===== config.mk =====
export PLATFORM = sky130hd
export DESIGN_NAME = sprite_compositor
export DESIGN_NICKNAME = d
export VERILOG_FILES = /design/src/rtl/sprite_pkg.sv /design/src/rtl/sprite_window.sv /design/src/rtl/sprite_compositor.sv
export SDC_FILE = /design/constraint.sdc
export NUM_CORES = 1
export LEC_CHECK = 0
export CAP_MARGIN = 5
export CORE_MARGIN = 5
export CORE_UTILIZATION = 48
export DETAILED_ROUTE_END_ITERATION = 7
export PLACE_DENSITY = 0.75
export SYNTH_ARGS = -nofsm -noshare
export SYNTH_HDL_FRONTEND = slang
export SYNTH_HIERARCHICAL = 1
export SYNTH_SLANG_ARGS = --single-unit

===== constraint.sdc =====
create_clock -name clk_25Hz -period 11.8 [get_ports clk_25Hz]
set_input_delay 2.36 -clock clk_25Hz [delete_from_list [all_inputs] [get_ports clk_25Hz]]
set_output_delay 2.36 -clock clk_25Hz [all_outputs]
set_load 0.05 [all_outputs]

===== src/rtl/sprite_pkg.sv =====
// -----------------------------------------------------------------------------
// sprite_pkg
// Shared widths, default colours and a channel-extraction helper for the
// sprite compositor and its per-channel window sub-module.
// -----------------------------------------------------------------------------
package sprite_pkg;

    localparam int COLOR_W = 12;
    localparam int COORD_W = 10;

    // Upper bound on channel count accepted by chan_coord().
    localparam int MAX_SPR = 16;
    localparam int PACK_W  = MAX_SPR * COORD_W;

    localparam logic [COLOR_W-1:0] DEF_BG_COLOR  = 12'hfff;
    localparam logic [COLOR_W-1:0] DEF_KEY_COLOR = 12'hfff;

    // Returns channel i of a packed coordinate vector (channel i at
    // [COORD_W*i +: COORD_W]). Callers zero-extend their vector to PACK_W.
    function automatic logic [COORD_W-1:0] chan_coord(input logic [PACK_W-1:0] vec,
                                                      input int               i);
        return vec[i*COORD_W +: COORD_W];
    endfunction

endpackage


===== src/rtl/sprite_window.sv =====
// -----------------------------------------------------------------------------
// sprite_window
// One channel's window test and ROM address generation, purely combinational.
//
// Ports:
//   spr_en        channel enable
//   h_cnt, v_cnt  raster position
//   x, y          sprite top-left corner
//   w, h          sprite size (0 in either dimension disables the window)
//   in_win        raster lies inside the enabled window
//   rom_addr      dy*w + dx truncated to ADDR_W when in_win, else 0
// -----------------------------------------------------------------------------
module sprite_window
    import sprite_pkg::*;
#(
    parameter int ADDR_W = 12
) (
    input  logic               spr_en,
    input  logic [COORD_W-1:0] h_cnt,
    input  logic [COORD_W-1:0] v_cnt,
    input  logic [COORD_W-1:0] x,
    input  logic [COORD_W-1:0] y,
    input  logic [COORD_W-1:0] w,
    input  logic [COORD_W-1:0] h,
    output logic               in_win,
    output logic [ADDR_W-1:0]  rom_addr
);

    // One extra bit so the offsets never wrap when raster < corner.
    logic [COORD_W:0]     dx;
    logic [COORD_W:0]     dy;
    logic [2*COORD_W-1:0] prod;
    logic [2*COORD_W:0]   addr_full;

    always_comb begin
        dx = {1'b0, h_cnt} - {1'b0, x};
        dy = {1'b0, v_cnt} - {1'b0, y};

        // dx < w with w == 0 is never true, so zero-size sprites drop out here.
        in_win = spr_en && (h_cnt >= x) && (dx < {1'b0, w})
                        && (v_cnt >= y) && (dy < {1'b0, h});

        // Inside the window dy < h <= 1023, so the low COORD_W bits are exact.
        prod      = dy[COORD_W-1:0] * w;
        addr_full = {1'b0, prod} + {{(COORD_W+1){1'b0}}, dx[COORD_W-1:0]};
        rom_addr  = in_win ? addr_full[ADDR_W-1:0] : '0;
    end

endmodule


===== src/rtl/sprite_compositor.sv =====
// -----------------------------------------------------------------------------
// sprite_compositor
// N_SPR-channel sprite compositor for the VGA pixel path. Generates per-channel
// ROM addresses from the raster position, aligns the one-cycle ROM data with a
// stage-1 register, composites by fixed priority (channel 0 highest) over
// BG_COLOR and, optionally, reports overlaps between opaque channels.
//
// Build option: define SPRITE_COLLISION_EN to build the hit / event_hold /
// frame_hits logic; otherwise those outputs are tied to 0.
//
// Ports:
//   clk_25Hz      pixel clock
//   rst           synchronous active-high reset
//   h_cnt, v_cnt  raster position
//   spr_en        per-channel enable
//   spr_x, spr_y  per-channel top-left corner, channel i at [10i+9:10i]
//   spr_w, spr_h  per-channel size, same packing
//   rom_addr      combinational ROM address per channel
//   rom_data      ROM output per channel, valid one cycle after rom_addr
//   pixel         composited colour, two cycles after the raster position
//   hit           per-channel collision flags, aligned with pixel
//   event_hold    collision vector held 2^(HOLD_BITS-1) cycles after a change
//   frame_hits    OR of hit over the previous frame
// -----------------------------------------------------------------------------
module sprite_compositor
    import sprite_pkg::*;
#(
    parameter int                 N_SPR     = 4,
    parameter int                 ADDR_W    = 12,
    parameter int                 HOLD_BITS = 20,
    parameter logic [COLOR_W-1:0] BG_COLOR  = DEF_BG_COLOR,
    parameter logic [COLOR_W-1:0] KEY_COLOR = DEF_KEY_COLOR
) (
    input  logic                      clk_25Hz,
    input  logic                      rst,
    input  logic [COORD_W-1:0]        h_cnt,
    input  logic [COORD_W-1:0]        v_cnt,
    input  logic [N_SPR-1:0]          spr_en,
    input  logic [N_SPR*COORD_W-1:0]  spr_x,
    input  logic [N_SPR*COORD_W-1:0]  spr_y,
    input  logic [N_SPR*COORD_W-1:0]  spr_w,
    input  logic [N_SPR*COORD_W-1:0]  spr_h,
    output logic [N_SPR*ADDR_W-1:0]   rom_addr,
    input  logic [N_SPR*COLOR_W-1:0]  rom_data,
    output logic [COLOR_W-1:0]        pixel,
    output logic [N_SPR-1:0]          hit,
    output logic [N_SPR-1:0]          event_hold,
    output logic [N_SPR-1:0]          frame_hits
);

    if (N_SPR > MAX_SPR || N_SPR < 1 || HOLD_BITS < 2) begin : g_param_check
        $error("sprite_compositor: unsupported N_SPR or HOLD_BITS");
    end

    // ---------------- Stage 0: window test and address ----------------------
    logic [PACK_W-1:0] x_ext, y_ext, w_ext, h_ext;
    logic [N_SPR-1:0]  in_win;

    assign x_ext = PACK_W'(spr_x);
    assign y_ext = PACK_W'(spr_y);
    assign w_ext = PACK_W'(spr_w);
    assign h_ext = PACK_W'(spr_h);

    for (genvar i = 0; i < N_SPR; i++) begin : g_win
        sprite_window #(.ADDR_W(ADDR_W)) u_win (
            .spr_en   (spr_en[i]),
            .h_cnt    (h_cnt),
            .v_cnt    (v_cnt),
            .x        (chan_coord(x_ext, i)),
            .y        (chan_coord(y_ext, i)),
            .w        (chan_coord(w_ext, i)),
            .h        (chan_coord(h_ext, i)),
            .in_win   (in_win[i]),
            .rom_addr (rom_addr[i*ADDR_W +: ADDR_W])
        );
    end

    // ---------------- Stage 1: align with registered ROM data ---------------
    logic [N_SPR-1:0] in_d1;
    logic             frame_d1;

    // NOTE: clocked state uses non-blocking assignments so every register
    // samples pre-edge values regardless of statement order.
    always_ff @(posedge clk_25Hz) begin
        if (rst) begin
            in_d1    <= '0;
            frame_d1 <= 1'b0;
        end else begin
            in_d1    <= in_win;
            frame_d1 <= (h_cnt == '0) && (v_cnt == '0);
        end
    end

    // ---------------- Opacity and priority mux ------------------------------
    logic [N_SPR-1:0]   op;
    logic [COLOR_W-1:0] pixel_nxt;

    always_comb begin
        // NOTE: every combinational output gets a default before any branch,
        // otherwise a missed path infers a latch.
        op        = '0;
        pixel_nxt = BG_COLOR;
        for (int i = 0; i < N_SPR; i++) begin
            op[i] = in_d1[i] && (rom_data[i*COLOR_W +: COLOR_W] != KEY_COLOR);
        end
        // Walk from lowest priority upward so channel 0 wins last.
        for (int i = N_SPR - 1; i >= 0; i--) begin
            if (op[i]) pixel_nxt = rom_data[i*COLOR_W +: COLOR_W];
        end
    end

    always_ff @(posedge clk_25Hz) begin
        if (rst) pixel <= BG_COLOR;
        else     pixel <= pixel_nxt;
    end

    // ---------------- Collision, event hold, frame summary ------------------
`ifdef SPRITE_COLLISION_EN
    logic [N_SPR-1:0]     hit_nxt;
    logic [N_SPR-1:0]     acc;
    logic [HOLD_BITS-1:0] cnt;

    always_comb begin
        hit_nxt = '0;
        for (int i = 0; i < N_SPR; i++) begin
            // A channel collides only if some *other* channel is also opaque.
            hit_nxt[i] = op[i] && ((op & ~(N_SPR'(1) << i)) != '0);
        end
    end

    always_ff @(posedge clk_25Hz) begin
        if (rst) begin
            hit        <= '0;
            event_hold <= '0;
            cnt        <= '0;
            acc        <= '0;
            frame_hits <= '0;
        end else begin
            hit <= hit_nxt;

            // Only a changed, non-empty hit vector restarts the hold, so a
            // collision persisting across pixels does not stretch it forever.
            if (hit != '0 && hit != event_hold) begin
                event_hold <= hit;
                cnt        <= '0;
            end else if (!cnt[HOLD_BITS-1]) begin
                cnt <= cnt + 1'b1;
            end else begin
                event_hold <= '0;
            end

            // The hit registered this cycle is the last pixel of the old frame.
            if (frame_d1) begin
                frame_hits <= acc | hit;
                acc        <= '0;
            end else begin
                acc <= acc | hit;
            end
        end
    end
`else
    assign hit        = '0;
    assign event_hold = '0;
    assign frame_hits = '0;
`endif

endmodule


==> results.yml, run 1 <==
floorplan:
  coreArea_sq_um: 33300
  core.rowCount: 67
  fp.dieW_microns: 193
  die_h_microns: 193
  start_util_pct: 48.2
  die_area_sq_um: 37200
  num_io_pins: 306
sta:
  final-max-slew-violation-count: 0
  fin_ws_ns: 0.319
  rsz0062_at_grt: "true"
  setup_violations: 0
  clock_skew_ns: 0.00539
  max_clock_freq_ghz: 0.0871
  tightestPinTransition_ns: 0.735
  max_slew_margin_pct: 50.9
  post-route-period-util_pct: 97.3
  hold_viol_final: 0
  period_needed_ns: 11.48
cts:
  cts_tree: "done"
  clock-sinks: 16
  clk_pin_slew_ns: 0.05
  insertion_delay_ns: 0.24
  cts_root_buffer: "clkbuf_16"
  cts_max_level: 1
  cts_buffer_depth: 2
  postCtsHoldBufs: 0
  cts_buffers: 3
placed_design:
  detailed_place_hpwl_mm: 43.5
  pre_cts_slack_ns: 0.0786
  routabilityCongestion: 0.949
  portBuffers: 293
status:
  status: "completed"
layout:
  layout-drive-gt1-share_pct: 4.38
  nets: 3031
  layout_commonest_cell: "inv_1"
  fin_util_pct: 59.5
  syn_to_final_growth_pct: 23.4
  mostFrequentLayoutCells: "inv_1, clkdlybuf4s50_1, ha_1"
global_route:
  grt_first_pass_wirelength_mm: 77.0
  grt_usage_pct: 25.8
  grt_max_degree: 16
  antenna_found_initial: 1
  overflow: 0
  grt_pass1_vias: 15400
routing:
  drc_errors: 0
  first_pass_iters: 6
  vias_per_cell: 5.24
  num_vias: 14500
  wl_mm: 48.9
  drt_iter0_drc: 928
  wire_per_inst_microns: 17.6
  antenna_left: 0
logic_synthesis:
  synth_top_flop_cell: "dfxtp_1"
  seq_area_frac_synth_pct: 2.00
  synth-seq-cells: 16
  synth-edff-count: 0
  synthArstFlopShare_pct: 0
  synth.distinct_cells: 85
  synth_area_sq_um: 16100
  synthCells: 2034
  syn_area_per_cell_sq_um: 7.89
  ys_warn_count: 6
power_and_ir_drop:
  pwr-share-comb_pct: 97.7
  pwr-share-clk_pct: 1.2
  seqPwrFrac_pct: 1.1
  p_per_area_nw_per_um2: 260
  swShare_pct: 49.7
  p_switching_mw: 2.56
  vdd_drop_max_uv: 405
  leakagePower_nw: 10.2
  p_int_mw: 2.59
critical_path:
  path_max_fanout: 2
  cp-start-kind: "primary input"
  r2r_cells: 3
  worstPathRequired_ns: 9.44
  end_kind: "output port"
  cp.arrival_ns: 9.12
  path_class: "in -> out"
min_path:
  hold_path_class: "reg -> reg"
  hold_depth: 3
run:
  cap_viol_max_count: 0
[power by group through the flow]
stage               clock network (mW)  registers, mW  logic, mW
floorplan                            0         0.0592       3.99
global placement                     0         0.0566       4.89
detailed placement                   0         0.0566       5.05
CTS                             0.0650         0.0555       5.09
global route                    0.0689         0.0555       5.70
finish                          0.0642         0.0555       5.04
[metrics by stage]
stage               setup TNS (ns)  cell area (sq um)  power [mW]  cells  hold WS (ns)
floorplan                        0              16100        4.05   2045         0.568
global placement                 0              19700        4.95   2772         0.645
detailed placement               0              19700        5.10   2772         0.648
CTS                              0              19800        5.21   2775         0.655
global route               -0.0606              19800        5.83   2776         0.705
finish                           0              19800        5.16   2776         0.650
[cell usage after synthesis (all sizes together) (3+ instances only)]
master | number | share of area [%]
inv | 497 | 12
ha | 272 | 21
nand2 | 222 | 5.3
fa | 196 | 24
nor2 | 99 | 2.4
xnor2 | 92 | 5.3
and2 | 90 | 3.5
a21oi | 80 | 2.5
o21ai | 54 | 1.7
clkbuf | 37 | 0.93
xor2 | 34 | 2.2
nor2b | 33 | 1.3
a21o | 31 | 1.4
nand2b | 27 | 1.1
o21a | 25 | 1.2
nor3 | 23 | 0.72
nand4 | 21 | 0.86
o21bai | 18 | 0.84
buf | 16 | 0.76
dfxtp | 16 | 2.0
a31oi | 12 | 0.47
nand3 | 12 | 0.37
and3 | 11 | 0.45
a211oi | 10 | 0.58
xnor3 | 9 | 1.3
a21boi | 8 | 0.37
o221ai | 7 | 0.38
a221oi | 6 | 0.37
o211ai | 6 | 0.28
o31ai | 6 | 0.48
a211o | 5 | 0.27
o2111ai | 5 | 0.27
mux2i | 4 | 0.25
nand3b | 4 | 0.19
nor3b | 4 | 0.19
o22ai | 4 | 0.19
or2 | 4 | 0.16
a2111oi | 3 | 0.21
and4 | 3 | 0.16
o31a | 3 | 0.16
[cells by family (layout without fill, tap and decap cells)]
family	after synthesis	after routing	synth area share (%)
muxes	4	4	0.249
adders and majority gates	468	468	45.6
xor gates and xnor gates	137	137	9.09
DFF	16	16	2.00
AOI/OAI and AO/OA	299	299	12.8
and+or+nand+nor	559	559	16.9
buffers and inverters	550	832	13.3
other	1	13	0.0234
[final timing paths]
kind / startpoint / endpoint / slack (ns)
worst max-delay path: spr_y[10] / rom_addr[23] / 0.32
worst min-delay path: in_d1[1] / pixel[11] / 0.65
worst max register to register: in_d1[0] / pixel[10] / 10.42
worst min register to register: in_d1[1] / pixel[11] / 0.65
[final cells by class]
| type | count | area, sq um |
|---|---|---|
| antenna | 1 | 2.50 |
| fill | 2975 | 13500 |
| clock buffer | 3 | 75.1 |
| inverter | 497 | 1870 |
| tap | 448 | 561 |
| multi-input combinational | 1479 | 13700 |
| timing repair buffer | 332 | 3300 |
| sequential | 16 | 320 |
[flip-flops by register name (all words and copies together), names as in the netlist]
signal	flops
in_d1	4
pixel	12
[routing by layer]
metal / share of wire, % / GRT usage [%] / wire, microns
met1: 41 / 33.2 / 20000
met2: 48 / 44.4 / 23400
met3: 7.2 / 3.78 / 3500
met5: 0.027 / 0 / 13
met4: 4.0 / 8.80 / 1970
[timing repair]
item / in CTS / in global routing
setup buffers: 0 / 0
gates resized for setup: 0 / 10
setup endpoints to repair: 0 / 4
[worst max-delay path, cell delays in order]
cell and delay, ns:
clkdlybuf4s50_1 0.50, ha_1 0.20, inv_1 0.06, fa_1 0.40, a21o_1 0.23, a221oi_4 0.29, o21ai_1 0.15, xnor2_1 0.28
nand2_1 0.13, fa_1 0.52, fa_1 0.55, fa_1 0.45, fa_1 0.53, fa_1 0.45, xnor2_1 0.18, xnor2_1 0.16
xnor2_1 0.15, xnor2_1 0.15, xnor3_1 0.30, xor3_1 0.37, xnor3_1 0.38, nor2b_2 0.18, buf_12 0.15
Power figures use the tool's default switching activity.
==> run 2, diff against run 1 <==
- ABC_AREA: default -> 1
- CORE_UTILIZATION: 48 -> 55
- PLACE_DENSITY: 0.75 -> 0.82
==> run 2 against run 1 <==
  * Utilization rose by 6.3 points
  * Via count rose by 23%
  * Worst hold slack improved by 0.045 ns
  * Flip-flop and latch count did not move
  * Worst setup slack improved by 0.066 ns
  * Largest cell class unchanged
  * Highest routed layer unchanged
  * Synthesized cell count rose by 36%
==> results.yml, run 2 <==
floorplan:
  die_area_sq_um: 36400
  coreArea_sq_um: 32400
  num_io_pins: 306
  core.rowCount: 66
  die_h_microns: 191
  start_util_pct: 55.5
  fp.dieW_microns: 191
global_route:
  grt_max_degree: 19
  overflow: 0
  antenna_found_initial: 7
  grt_first_pass_wirelength_mm: 87.1
  grt_pass1_vias: 18300
  grt_usage_pct: 29.1
sta:
  max_clock_freq_ghz: 0.0876
  period_needed_ns: 11.42
  final-max-slew-violation-count: 0
  hold-worst-slack_ns: 0.695
  setup_violations: 0
  post-route-period-util_pct: 96.7
  setup_tns_ns: 0
  max_slew_margin_pct: 57.7
  hold_viol_final: 0
  tightestPinTransition_ns: 0.632
  rsz0062_at_grt: "false"
  clock_skew_ns: 0.00104
logic_synthesis:
  yosys-top-cells-count: "inv_1, nand2_1, ha_1"
  yosysMostFrequentCell: "inv_1"
  synth-simple-area-share_pct: 30.4
  synthCells: 2757
  synth_area_sq_um: 18000
  synth.distinct_cells: 56
  synth_area_leaders: "fa_1, ha_1, inv_1"
  synth_top_family_by_area: "adder cells"
  synthAdderAreaFrac_pct: 40.8
  synthArstFlopShare_pct: 0
  syn_area_per_cell_sq_um: 6.51
  synth_compound_area_share_pct: 6.48
  synth_top_flop_cell: "dfxtp_1"
  synthXorXnorAreaFrac_pct: 2.54
  post-synth-top-area-cell: "fa_1"
  synth_top_area_share_pct: 21.8
  synth-edff-count: 0
  synth.mux.area_fraction_pct: 0
  seq_area_frac_synth_pct: 1.78
  ys_warn_count: 6
  synth-seq-cells: 16
power_and_ir_drop:
  vdd_drop_max_uv: 378
  pwr-share-comb_pct: 96.8
  pwr-share-clk_pct: 1.9
  swShare_pct: 59.3
  p_switching_mw: 2.48
  p_int_mw: 1.70
  seqPwrFrac_pct: 1.3
  leakagePower_nw: 12.2
  p_per_area_nw_per_um2: 196
critical_path:
  path_class: "in -> out"
  cp-start-kind: "primary input"
  end_kind: "output port"
  slowest_stage: "clkdlybuf4s50_1"
  critical-path-max-stage-delay_ns: 0.82
  cpMostUsedCell: "inv_1"
  path_max_fanout: 5
  worstPathRequired_ns: 9.44
  cp.arrival_ns: 9.06
run:
  cap_viol_max_count: 0
routing:
  drt_iter0_drc: 997
  vias_per_cell: 5.17
  drc_errors: 0
  wl_mm: 53.3
  antenna_left: 0
  wire_per_inst_microns: 15.4
  num_vias: 17900
  first_pass_iters: 6
cts:
  post-cts-setup-buffers: 0
  cts_buffers: 3
  postCtsHoldBufs: 0
  insertion_delay_ns: 0.26
  cts_buffer_depth: 2
  cts_max_level: 1
  clock-sinks: 16
  clk_pin_slew_ns: 0.06
  cts_resized: 0
  cts_tree: "done"
  cts_root_buffer: "clkbuf_16"
layout:
  layout-drive-gt1-share_pct: 5.53
  syn_to_final_growth_pct: 18.7
  layoutNonFillerInstCount: 3467
  largest_registers: "pixel: 12 flops, in_d1: 4 flops"
  stdcell_area_sq_um: 21300
  regMostFlops: "pixel"
  layout_commonest_cell: "inv_1"
  largest_reg_flops: 12
  mostFrequentLayoutCells: "inv_1, nand2_1, clkdlybuf4s50_1"
  nets: 3725
placed_design:
  portBuffers: 293
  place_inst: 3460
  placed_cell_area_sq_um: 21200
  detailed_place_hpwl_mm: 47.0
  routabilityCongestion: 0.963
status:
  status: "completed"
min_path:
  hold_path_class: "reg -> reg"
-- run 2: changes by cell type in the layout (fill, tap and decap cells not counted), sizes merged, moves of 33 or more --
| cell | before | now |
|---|---|---|
| and2 | 90 | 7 |
| xnor2 | 92 | 14 |
| nand3 | 12 | 214 |
| nor2 | 99 | 199 |
| inv | 497 | 766 |
| nand2 | 222 | 694 |
| buf | 54 | 9 |
| nor2b | 33 | 0 |
| a21oi | 80 | 119 |
-- run 2: worst paths after layout --
| kind | end | cells past startpoint | slack, ns | start |
|---|---|---|---|---|
| min | pixel[0] | 4 | 0.70 | in_d1[0] |
| min reg2reg | pixel[0] | 4 | 0.70 | in_d1[0] |
| max | rom_addr[21] | 29 | 0.38 | v_cnt[0] |
| max reg2reg | pixel[10] | 4 | 10.25 | in_d1[1] |
-- run 2: logic make-up after synthesis --
kind of cell / Yosys count
XOR/XNOR: 52
AO/OA/AOI/OAI: 201
AND/OR/NAND/NOR: 1194
other: 1
adder cells (fa/ha/maj): 468
buffers and inverters: 825
flip-flops: 16
-- run 2: per-stage QoR --
| stage | utilization [%] | power, mW | setup slack, ns |
|---|---|---|---|
| floorplan | - | 3.18 | 1.22 |
| global placement | 65.5 | 3.92 | 0.527 |
| detailed placement | 65.5 | 4.10 | 0.385 |
| CTS | 65.8 | 4.21 | 0.354 |
| global route | 65.8 | 4.86 | 0.0216 |
| finish | 65.8 | 4.19 | 0.385 |
-- run 2: power by group through the flow --
| stage | combinational [mW] | sequential, mW | clock [mW] |
|---|---|---|---|
| 2_1_floorplan | 3.13 | 0.0598 | 0 |
| 3_3_place_gp | 3.87 | 0.0570 | 0 |
| 3_5_place_dp | 4.04 | 0.0571 | 0 |
| 4_1_cts | 4.07 | 0.0559 | 0.0800 |
| 5_1_grt | 4.72 | 0.0560 | 0.0835 |
| 6_report | 4.05 | 0.0559 | 0.0794 |
-- run 2: final cells by class --
type	count	area [sq um]
Antenna cell	3	7.51
Clock buffer	4	88.8
Fill cell	2956	11100
Inverter	778	2920
Multi-Input combinational cell	1927	14500
Sequential cell	16	320
Tap cell	442	553
Timing Repair Buffer	297	2970
-- run 2: critical path: cells and delay by family --
family / cells / cell delay [ns]
adders and majority gates: 8 / 3.42
buffers and inverters: 11 / 2.11
and+or+nand+nor: 9 / 0.89
AOI/OAI and AO/OA: 1 / 0.24
-- run 2: metal layers --
metal	up-vias	global-route usage, %	share of wire (%)
met3	142	3.81	6.6
met4	8	11.2	4.1
met2	655	52.8	49
met5	-	0	0.088
li1	8836	-	-
met1	8285	35.0	40
